File: src/rtl/limber_gnrl_pkg.sv
// limber_gnrl arithmetic library shared package.
// FSM state encoding and default operand widths.
package limber_gnrl_pkg;

  localparam int DEF_DW1 = 32;
  localparam int DEF_DW2 = 32;

  typedef enum logic [1:0] {
    IDLE = 2'd0,
    RUN  = 2'd1,
    DONE = 2'd2
  } mul_state_e;

endpackage

File: src/rtl/limber_gnrl_mul_step.sv
// One radix-2 add-shift iteration of the shift-add multiplier.
// Pure combinational; P is {acc, remaining multiplier bits}.
module limber_gnrl_mul_step #(
  parameter int DW1 = 32,
  parameter int DW2 = 32
) (
  input  logic [DW1+DW2:0] p_i,
  input  logic [DW1-1:0]   mcand_i,
  output logic [DW1+DW2:0] p_o
);

  localparam int DW = DW1 + DW2;

  logic [DW1:0] sum;

  assign sum = p_i[DW:DW2] + (p_i[0] ? {1'b0, mcand_i} : '0);
  assign p_o = {1'b0, sum, p_i[DW2-1:1]};

endmodule

File: src/rtl/limber_gnrl_mul.sv
// Sequential radix-2 shift-add multiplier (IDLE/RUN/DONE FSM).
// Define LIMBER_GNRL_MUL_SIGNED_EN for two's-complement operands.
module limber_gnrl_mul
  import limber_gnrl_pkg::*;
#(
  parameter int DW1 = DEF_DW1,
  parameter int DW2 = DEF_DW2
) (
  input  logic               i_clk,
  input  logic               i_rst,
  input  logic               i_clr,
  input  logic [DW1-1:0]     i_a,
  input  logic [DW2-1:0]     i_b,
  input  logic               i_valid,
  output logic               o_ready,
  output logic [DW1+DW2-1:0] o_prod,
  output logic               o_valid
);

  localparam int DW = DW1 + DW2;
  localparam int CW = $clog2(DW2 + 1);
  localparam logic [CW-1:0] LAST = CW'(DW2 - 1);

  mul_state_e    state_q, state_d;
  logic [CW-1:0] cnt_q, cnt_d;
  logic [DW:0]   p_q, p_d, p_nxt;
  logic [DW1-1:0] mcand_q, mcand_d;
  logic [DW-1:0] prod_q, prod_d;
  logic [DW1-1:0] a_mag;
  logic [DW2-1:0] b_mag;
  logic [DW-1:0] res;

`ifdef LIMBER_GNRL_MUL_SIGNED_EN
  logic neg_q, neg_d;

  // Most-negative input maps to its unsigned magnitude 2^(DWx-1).
  assign a_mag = i_a[DW1-1] ? -i_a : i_a;
  assign b_mag = i_b[DW2-1] ? -i_b : i_b;
  assign res   = neg_q ? -p_nxt[DW-1:0] : p_nxt[DW-1:0];
`else
  assign a_mag = i_a;
  assign b_mag = i_b;
  assign res   = p_nxt[DW-1:0];
`endif

  limber_gnrl_mul_step #(
    .DW1(DW1),
    .DW2(DW2)
  ) u_step (
    .p_i    (p_q),
    .mcand_i(mcand_q),
    .p_o    (p_nxt)
  );

  always_comb begin
    state_d = state_q;
    cnt_d   = cnt_q;
    p_d     = p_q;
    mcand_d = mcand_q;
    prod_d  = prod_q;
`ifdef LIMBER_GNRL_MUL_SIGNED_EN
    neg_d   = neg_q;
`endif
    if (i_clr) begin
      state_d = IDLE;
    end else begin
      unique case (state_q)
        IDLE: begin
          if (i_valid) begin
            p_d     = {{(DW1+1){1'b0}}, b_mag};
            mcand_d = a_mag;
            cnt_d   = '0;
            state_d = RUN;
`ifdef LIMBER_GNRL_MUL_SIGNED_EN
            neg_d   = i_a[DW1-1] ^ i_b[DW2-1];
`endif
          end
        end
        RUN: begin
          p_d   = p_nxt;
          cnt_d = cnt_q + 1'b1;
          if (cnt_q == LAST) begin
            prod_d  = res;
            state_d = DONE;
          end
        end
        DONE:    state_d = IDLE;
        default: state_d = IDLE;
      endcase
    end
  end

  always_ff @(posedge i_clk or posedge i_rst) begin
    if (i_rst) begin
      state_q <= IDLE;
      cnt_q   <= '0;
      p_q     <= '0;
      mcand_q <= '0;
      prod_q  <= '0;
`ifdef LIMBER_GNRL_MUL_SIGNED_EN
      neg_q   <= 1'b0;
`endif
    end else begin
      state_q <= state_d;
      cnt_q   <= cnt_d;
      p_q     <= p_d;
      mcand_q <= mcand_d;
      prod_q  <= prod_d;
`ifdef LIMBER_GNRL_MUL_SIGNED_EN
      neg_q   <= neg_d;
`endif
    end
  end

  assign o_ready = (state_q == IDLE);
  assign o_valid = (state_q == DONE) && !i_clr;
  assign o_prod  = prod_q;

endmodule

File: config.mk
export PLATFORM = sky130hd
export DESIGN_NAME = limber_gnrl_mul
export DESIGN_NICKNAME = d
export VERILOG_FILES = /design/src/rtl/limber_gnrl_pkg.sv /design/src/rtl/limber_gnrl_mul_step.sv /design/src/rtl/limber_gnrl_mul.sv
export SDC_FILE = /design/constraint.sdc
export NUM_CORES = 1
export LEC_CHECK = 0
export ABC_AREA = 0
export CAP_MARGIN = 30
export CORE_ASPECT_RATIO = 1.5
export CORE_MARGIN = 2
export CORE_UTILIZATION = 25
export CTS_CLUSTER_DIAMETER = 80
export CTS_CLUSTER_SIZE = 24
export DETAILED_ROUTE_END_ITERATION = 6
export GPL_TIMING_DRIVEN = 0
export MAX_ROUTING_LAYER = met4
export PLACE_DENSITY = 0.45
export SETUP_SLACK_MARGIN = 0.4
export SYNTH_ARGS = -nofsm -noshare
export SYNTH_HDL_FRONTEND = slang
export SYNTH_SLANG_ARGS = --single-unit
export TNS_END_PERCENT = 1
File: constraint.sdc
create_clock -name i_clk -period 9.9 [get_ports i_clk]
set_input_delay 1.485 -clock i_clk [delete_from_list [all_inputs] [get_ports i_clk]]
set_output_delay 1.485 -clock i_clk [all_outputs]
set_load 0.1 [all_outputs]
==> results.json, run 1 <==
{
  "status": "completed",
  "synthCells": 861,
  "cts_hold_buf": 0,
  "synth-seq-area-share_pct": 49.29,
  "die_w_um": 154.8,
  "max_freq_ghz": 0.2029,
  "yosys.area_share.simple_pct": 15.87,
  "place_area_um2": 10580,
  "post_cts_resized": 0,
  "min_from": "o_prod[16]$_DFFE_PP0P_",
  "io_pins": 134,
  "gp_congestion": 0.7968,
  "antenna-diode-count": 0,
  "dieArea_um2": 35640,
  "cts_htree_levels": 4,
  "cp_max_fo": 5,
  "grt_start_max_net_pins": 116,
  "yosys.area_share.adder_pct": 5.076,
  "synthTopCellsByArea": "dfrtp_1 (49%), nand2_1 (9.2%), mux2_2 (5.5%)",
  "hold_viol": 0,
  "gr-total-overflow": 0,
  "groute.usage.overall_pct": 14.83,
  "setup_viol": 0,
  "worst_r2r_endpoint": "o_prod[63]$_DFFE_PP0P_",
  "synth_top_cell_by_area": "dfrtp_1",
  "synthMuxAreaShare_pct": 9.711,
  "drv_slew": 0,
  "synth_compound_area_share_pct": 14.05,
  "yosysMostFrequentCell": "nand2_1",
  "synth_cell_types": 54,
  "cts_buffer_depth": 2,
  "rr_worst_depth": 11,
  "antenna_found_initial": 0,
  "clock_latency_ns": 0.46,
  "post_cts_buffers": 0,
  "hold_path.class": "reg -> reg",
  "cap_violations": 0,
  "dr.pass1.iters": 4,
  "grt_pass1_wl_um": 39210,
  "worstPathRequired_ns": 8.42,
  "use_met3_pct": 2.959,
  "initial_utilization_pct": 25.42,
  "crit_path_start": "i_clr",
  "worst_slew_pin_slew_ns": 1.043,
  "vias_per_cell": 4.629,
  "whs_path_depth": 2,
  "startpoint_type": "input pin",
  "fin_crit_sh_pct": 49.78,
  "place.port_buffers": 133,
  "fin_nets": 1123,
  "wirelength_um": 24940,
  "end_kind": "output port",
  "synth_nets": 963,
  "power.density_nw_per_um2": 177.8,
  "drt_iter0_drc": 346,
  "path_cells": "clkdlybuf4s50_1 > nor3b_1 > clkdlybuf4s50_1",
  "crit_type": "in -> out",
  "vdd_drop_max_mv": 0.07610,
  "avgSynthCellArea_um2": 9.906,
  "core_um2": 33550,
  "rsz0062_at_grt": "false",
  "synthXorXnorAreaFrac_pct": 3.183,
  "critical_path_arrival_ns": 3.44,
  "tritoncts": "built",
  "use_met1_pct": 17.00,
  "leakage_nw": 5.323,
  "clock_sinks": 168,
  "synth_top_family_by_area": "simple AND/OR/NAND/NOR gates",
  "power.total_mw": 1.991,
  "rrSetupSlack_ns": 6.07,
  "synth_top_area_share_pct": 49.29,
  "min_to": "o_prod[16]$_DFFE_PP0P_",
  "synth-edff-count": 0,
  "r2r_start": "p_q[0]$_DFFE_PP0P_",
  "ys.flop_type": "dfrtp_1",
  "grt_pass1_vias": 6869,
  "relSlewSlack_pct": 30.22,
  "synth_common_cells": "nand2_1 (209), dfrtp_1 (168), o21ai_0 (60)",
  "synthArstFlopShare_pct": 100.0,
  "ant_nets": 0,
  "grt-busiest-layer": "met2",
  "area.growth.synth_to_final_pct": 31.30,
  "numCtsBuffers": 17,
  "cp_common_cell": "clkdlybuf4s50_1",
  "use_met2_pct": 25.53,
  "die_height_um": 230.2,
  "ys_seq_elements": 168,
  "hpwlAfterDp_um": 18580,
  "post-route-min-period_ns": 4.928,
  "clk_pin_slew_ns": 0.07,
  "dr_total_vias": 6731,
  "design_area_um2": 11200,
  "fin_cells": 1454,
  "synth_area_um2": 8529,
  "rows": 82,
  "avgRoutedWirePerCell_um": 17.16,
  "cts_root_buf": "clkbuf_16",
  "numPlacedInstances": 1422,
  "skew_ns": 0.01338,
  "drcViolationCount": 0,
  "fin_setup_tns_ns": 0,
  "post_route_cells_drive_above_1_share_pct": 9.768,
  "cpMaxStageDelayCell": "clkdlybuf4s50_1",
  "crit_path_max_incr_delay_ns": 1.20,
  "yosys_warnings": 0
}
sequential cells by signal, indices dropped and copies added (netlist names):
signal   count
cnt_q        6
o_prod      64
state_q      2
p_q         64
mcand_q     32
through the flow:
stage | hold slack, ns | util, % | worst slack, ns
finish | 0.4708 | 33.38 | 4.972
global route | 0.4933 | 33.38 | 4.899
detailed placement | 0.4615 | 31.54 | 5.004
floorplan | 0.4563 | - | 3.868
CTS | 0.4773 | 33.38 | 4.993
global placement | 0.4564 | 30.96 | 1.022
how the worst max path moves through the flow:
stage | to | depth (start not counted) | slack (ns)
5_1_grt | o_valid | 3 | 4.90
4_1_cts | o_valid | 3 | 4.99
3_5_place_dp | o_valid | 3 | 5.00
2_1_floorplan | cnt_q[0]$_DFFE_PP0P_ | 1 | 3.87
6_report | o_valid | 3 | 4.97
3_3_place_gp | mcand_q[23]$_DFFE_PP0P_ | 2 | 1.02
routing by layer:
layer | wire length [um] | share of wire, %
met1 | 10660 | 43
met2 | 12850 | 52
met3 | 832 | 3.3
met4 | 599 | 2.4
met5 | 0 | 0
power breakdown:
| group | total [mW] | switching (mW) | internal (mW) |
|---|---|---|---|
| clock | 0.714 | 0.296 | 0.418 |
| sequential | 0.820 | 0.0531 | 0.767 |
| combinational | 0.457 | 0.263 | 0.194 |
placed cells by master (no fill, tap or decap), drive strengths merged, types with 2 or more instances in the layout:
| master | netlist | final |
|---|---|---|
| clkbuf | 38 | 60 |
| bufinv | 0 | 3 |
| a211oi | 6 | 6 |
| ha | 33 | 33 |
| nor2b | 2 | 2 |
| o31ai | 2 | 2 |
| nand2 | 209 | 209 |
| nand4 | 8 | 8 |
| a31oi | 7 | 7 |
| nor3 | 5 | 5 |
| o21ai | 63 | 63 |
| nand3 | 9 | 9 |
| buf | 12 | 20 |
| o211ai | 3 | 3 |
| and3 | 4 | 4 |
| clkdlybuf4s50 | 0 | 133 |
| a31o | 2 | 2 |
| o21a | 3 | 3 |
| clkinv | 1 | 8 |
| inv | 10 | 10 |
| o21bai | 5 | 5 |
| and2 | 32 | 32 |
| a22o | 27 | 27 |
| o32ai | 2 | 2 |
| dfrtp | 168 | 168 |
| mux2 | 43 | 43 |
| or2 | 3 | 3 |
| nor2 | 22 | 22 |
| a21oi | 36 | 36 |
| xnor2 | 17 | 17 |
| mux2i | 34 | 34 |
| nand2b | 3 | 3 |
| xor2 | 14 | 14 |
| a21o | 17 | 17 |
| nor3b | 8 | 8 |
critical path, delay by kind of cell:
family / cells / cell delay, ns
and+or+nand+nor: 1 / 0.26
buffers and inverters: 2 / 1.69
cells by family after synthesis:
| kind of cell | Yosys count |
|---|---|
| compound gates | 182 |
| xor+xnor | 31 |
| fa+ha+maj | 34 |
| buf+inv | 61 |
| flops | 168 |
| mux | 77 |
| simple gates | 308 |
area by class of cell:
| class | count | area (um2) |
|---|---|---|
| clock inverters | 10 | 143.9 |
| clock buffers | 22 | 474.2 |
| repair buffers | 141 | 1519 |
| well taps | 420 | 525.5 |
| flip-flops and latches | 168 | 4204 |
| fillers | 3433 | 22350 |
| plain buffers | 50 | 198.9 |
| multi-input cells | 632 | 4085 |
| inverters | 11 | 48.80 |
Power figures use the tool's default switching activity.
==> inputs of run 2 (changes only) <==
- clock period: 9.9 -> 4.9 ns (I/O delays scaled with it)
==> run 2 against run 1 <==
Compared with the run above: utilization decreased by 0.13 points; sequential cell count unchanged; sequential power increased by 100%; critical path type is now reg -> reg; clock skew decreased by 0.0022 ns; final cell count increased by 0.14%; largest power group unchanged; count of clock-buffer cells in the layout decreased by 3; global-route usage about the same.
==> results.json, run 2 (synthesis gave the netlist of run 1 again) <==
{
  "rsz0062_at_grt": "false",
  "die_height_um": 230.2,
  "startpoint_type": "flip-flop",
  "cap_violations": 0,
  "fin_crit_sh_pct": 80.38,
  "place.port_buffers": 133,
  "drt_iter0_drc": 260,
  "dieArea_um2": 35640,
  "post_route_cells_drive_above_1_share_pct": 9.942,
  "numPlacedInstances": 1424,
  "ant_nets": 0,
  "post_cts_buffers": 0,
  "rows": 82,
  "switchingPower_mw": 1.246,
  "path_cells": "clkbuf_1 > and2_1 > fa_1 > a21oi_1 > o211ai_1 > a211oi_2 > a21oi_1 > a211oi_1 > inv_1 > o221ai_1 > o21ai_0",
  "gr-total-overflow": 0,
  "die_w_um": 154.8,
  "critical_path_arrival_ns": 4.24,
  "clock_sinks": 168,
  "cts_root_buf": "clkbuf_16",
  "core_um2": 33550,
  "end_kind": "flip-flop",
  "wirelength_um": 24850,
  "cts_htree_levels": 4,
  "post-route-min-period_ns": 3.939,
  "power.total_mw": 3.896,
  "io_pins": 134,
  "cpMaxStageDelayCell": "dfrtp_1",
  "grt_start_max_net_pins": 40,
  "dr.pass1.iters": 5,
  "hpwlAfterDp_um": 18800,
  "crit_type": "reg -> reg",
  "vdd_drop_max_mv": 0.1424,
  "cp_common_cell": "a21oi_1",
  "clkPwrFrac_pct": 33.9,
  "rrSetupSlack_ns": 0.96,
  "fin_nets": 1125,
  "final_common_cell": "nand2_1",
  "crit_family": "compound AO/OA/AOI/OAI gates",
  "skew_ns": 0.01115,
  "cp_max_fo": 10,
  "hold_viol": 0,
  "clock_latency_ns": 0.45,
  "numCtsBuffers": 17,
  "gp_congestion": 0.7909,
  "antenna_found_initial": 0,
  "pwr-share-comb_pct": 23.6,
  "area.growth.synth_to_final_pct": 30.79,
  "groute.usage.overall_pct": 14.88,
  "hold_path.class": "reg -> reg",
  "vias_per_cell": 4.601,
  "worstPathRequired_ns": 5.20,
  "path_buf_inv": 2,
  "grt_pass1_wl_um": 39340,
  "power.density_nw_per_um2": 349.3,
  "drcViolationCount": 0,
  "setup_viol": 0,
  "crit_path_max_incr_delay_ns": 0.50,
  "dr_total_vias": 6699,
  "fin_setup_tns_ns": 0,
  "cts_buffer_depth": 2,
  "status": "completed",
  "initial_utilization_pct": 25.42,
  "fin_cells": 1456,
  "p_sw_share_pct": 31.98,
  "cts_hold_buf": 0,
  "avgRoutedWirePerCell_um": 17.07,
  "tritoncts": "built",
  "worst_slew_pin_slew_ns": 1.046,
  "grt_pass1_vias": 7024,
  "post_cts_resized": 0,
  "relSlewSlack_pct": 30.07,
  "leakage_nw": 5.291,
  "most-common-layout-cells": "nand2_1 (209), dfrtp_1 (168), clkdlybuf4s50_1 (133)",
  "seq_power_share_pct": 42.5,
  "max_freq_ghz": 0.2539,
  "p_int_mw": 2.650,
  "antenna-diode-count": 0,
  "clk_pin_slew_ns": 0.07,
  "drv_slew": 0
}
## run 2: stage by stage
stage / worst slack (ns) / instance area (um2) / hold slack (ns) / util [%]
after floorplan: 1.242 / 8533 / 0.4563 / -
final: 0.9613 / 11160 / 0.4706 / 33.25
after detailed placement: 1.014 / 10600 / 0.4616 / 31.60
after global placement: 0.3493 / 10390 / 0.4564 / 30.97
after global routing: 0.7910 / 11160 / 0.4898 / 33.25
after CTS: 0.9888 / 11160 / 0.4789 / 33.25
## run 2: worst min-delay path: stages, from the launching register on
cell and delay, ns:
dfrtp_1 0.34, nand2_1 0.05, nand2_1 0.05
## run 2: power by group through the flow
| stage | registers, mW | clock network (mW) | logic [mW] |
|---|---|---|---|
| 2_1_floorplan | 1.65 | 0 | 0.668 |
| 3_3_place_gp | 1.68 | 0 | 0.919 |
| 3_5_place_dp | 1.68 | 0 | 0.927 |
| 4_1_cts | 1.66 | 1.37 | 0.934 |
| 5_1_grt | 1.68 | 1.42 | 1.03 |
| 6_report | 1.66 | 1.32 | 0.920 |
## run 2: worst paths after layout
path                       depth (start not counted)                endpoint              startpoint
hold / removal                                     2  o_prod[24]$_DFFE_PP0P_  o_prod[24]$_DFFE_PP0P_
max in group asynchronous                          4     p_q[51]$_DFFE_PP0P_                   i_rst
setup / recovery                                  11  o_prod[63]$_DFFE_PP0P_      p_q[0]$_DFFE_PP0P_
hold reg to reg                                    2  o_prod[24]$_DFFE_PP0P_  o_prod[24]$_DFFE_PP0P_
setup reg to reg                                  11  o_prod[63]$_DFFE_PP0P_      p_q[0]$_DFFE_PP0P_
min in group asynchronous                          2   o_prod[3]$_DFFE_PP0P_                   i_rst
## run 2: metal layers
layer  GRT usage [%]  vias up  routed length [um]
met5               -        -                   0
li1                -     3298                   -
met2           25.61      138               13020
met4           6.424        0                 550
met1           17.10     3238               10650
met3           2.337       25                 626
## run 2: final cells by class
cell class              instances  area, um2
plain buffers                  50      198.9
clock buffers                  19      432.9
clock inverters                13      120.1
fillers                      3439      22390
inverters                      11      45.04
multi-input cells             632       4085
flip-flops and latches        168       4204
well taps                     420      525.5
repair buffers                143       1544
==> inputs of run 3 (changes only) <==
- clock period: 4.9 -> 4 ns (I/O delays scaled with it)
==> run 3 against run 2 <==
Compared with the run above: clock skew is 0.00067 ns lower; critical path depth rose by 1; maximum frequency is 13% higher; total power is 23% higher; worst hold slack about the same; first-iteration DRC count up 24%; clock power grew 23%; sequential power up 22%; setup slack worse by 0.45 ns; final cell count rose by 0.21%; via count barely moved; final area rose by 0.38%; critical endpoint is now o_prod[55]$_DFFE_PP0P_; largest cell class unchanged; largest power group unchanged.
==> results.json, run 3 (synthesis gave the netlist of run 1 again) <==
{
  "status": "completed",
  "hpwlAfterDp_um": 18800,
  "relSlewSlack_pct": 30.07,
  "dr_total_vias": 6703,
  "gp_congestion": 0.7909,
  "vdd_drop_max_mv": 0.1749,
  "grt-busiest-layer": "met2",
  "drt_iter0_drc": 322,
  "avgRoutedWirePerCell_um": 17.02,
  "antenna_found_initial": 0,
  "skew_ns": 0.01048,
  "place.port_buffers": 133,
  "drv_slew": 0,
  "rows": 82,
  "hold_path.class": "reg -> reg",
  "critical_path_arrival_ns": 3.82,
  "vias_per_cell": 4.594,
  "dpl_worst_slack_ns": 0.1142,
  "use_met1_pct": 17.16,
  "die_height_um": 230.2,
  "end_kind": "flip-flop",
  "fin_nets": 1128,
  "numCtsBuffers": 17,
  "gr-total-overflow": 0,
  "cp_max_fo": 10,
  "rsz0062_at_grt": "true",
  "grt_start_max_net_pins": 40,
  "grt_pass1_vias": 7027,
  "initial_utilization_pct": 25.42,
  "leakage_nw": 5.316,
  "fin_setup_tns_ns": 0,
  "numPlacedInstances": 1424,
  "ant_nets": 0,
  "clock_latency_ns": 0.45,
  "die_w_um": 154.8,
  "use_met2_pct": 25.61,
  "clk_pin_slew_ns": 0.07,
  "final_common_cell": "nand2_1",
  "dieArea_um2": 35640,
  "fin_cells": 1459,
  "hold_viol": 0,
  "antenna-diode-count": 0,
  "cap_violations": 0,
  "most-common-layout-cells": "nand2_1 (209), dfrtp_1 (167), clkdlybuf4s50_1 (133)",
  "tritoncts": "built",
  "worst_slew_pin_slew_ns": 1.046,
  "setup_viol": 0,
  "max_freq_ghz": 0.2870,
  "worstPathRequired_ns": 4.33,
  "wirelength_um": 24830,
  "io_pins": 134,
  "fin_util_pct": 33.38,
  "startpoint_type": "flip-flop",
  "dr.pass1.iters": 5,
  "post-route-min-period_ns": 3.484,
  "grt_pass1_wl_um": 39390,
  "cts_buffer_depth": 2,
  "drcViolationCount": 0,
  "groute.usage.overall_pct": 14.90,
  "use_met3_pct": 2.337,
  "setup_slack_ns": 0.5162,
  "clock_sinks": 168,
  "post_route_cells_drive_above_1_share_pct": 10.88,
  "fin_crit_sh_pct": 87.10,
  "power.density_nw_per_um2": 427.2,
  "cts_htree_levels": 4,
  "area.growth.synth_to_final_pct": 31.29,
  "power.total_mw": 4.783,
  "cts_root_buf": "clkbuf_16",
  "core_um2": 33550,
  "crit_type": "reg -> reg"
}
[run 3: worst paths after layout]
| kind | start | to | slack [ns] | depth (start not counted) |
|---|---|---|---|---|
| worst max register to register | p_q[0]$_DFFE_PP0P_ | o_prod[55]$_DFFE_PP0P_ | 0.52 | 12 |
| worst min-delay path | o_prod[24]$_DFFE_PP0P_ | o_prod[24]$_DFFE_PP0P_ | 0.47 | 2 |
| worst max-delay path | p_q[0]$_DFFE_PP0P_ | o_prod[55]$_DFFE_PP0P_ | 0.52 | 12 |
| min in group asynchronous | i_rst | o_prod[3]$_DFFE_PP0P_ | 0.64 | 2 |
| worst min register to register | o_prod[24]$_DFFE_PP0P_ | o_prod[24]$_DFFE_PP0P_ | 0.47 | 2 |
| max in group asynchronous | i_rst | p_q[51]$_DFFE_PP0P_ | 2.44 | 4 |
[run 3: critical path, stage by stage (launching register included)]
cell and delay (ns):
dfrtp_2 0.49, clkbuf_2 0.23, and2_1 0.21, fa_1 0.43, a21oi_1 0.26, o211ai_1 0.27
a21oi_1 0.28, o211ai_1 0.11, buf_4 0.17, a31oi_1 0.24, o21ai_0 0.18, xor2_1 0.20
mux2_2 0.29
[run 3: what timing repair did]
action | CTS | global route
hold endpoints to repair | 0 | 0
pin swaps | 1 | 1
resized for setup | 2 | 9
buffers inserted | 1 | 2
setup endpoints to repair | 17 | 26
hold buffers | 0 | 0
[run 3: report_power, final]
| part | internal (mW) | switching (mW) |
|---|---|---|
| sequential | 1.90 | 0.132 |
| combinational | 0.491 | 0.643 |
| clock | 0.862 | 0.757 |
| total | 3.25 | 1.53 |
[run 3: layer usage]
layer  wire, um  part of all wire [%]
met1      10510                    42
met2      13000                    52
met3        676                   2.7
met4        646                   2.6
met5          0                     0
[run 3: metrics by stage]
step	hold WS [ns]	instance area (um2)
finish	0.4705	11200
global route	0.4898	11200
CTS	0.4789	11170
detailed placement	0.4616	10600
global placement	0.4564	10390
floorplan	0.4563	8533
[run 3: cell type report]
cell class	count	area [um2]
fill	3441	22350
sequential	168	4205
multi-input combinational	632	4100
timing repair buffer	146	1567
tap	420	525.5
clock buffer	19	432.9
buffer	50	202.7
clock inverter	13	120.1
inverter	11	45.04
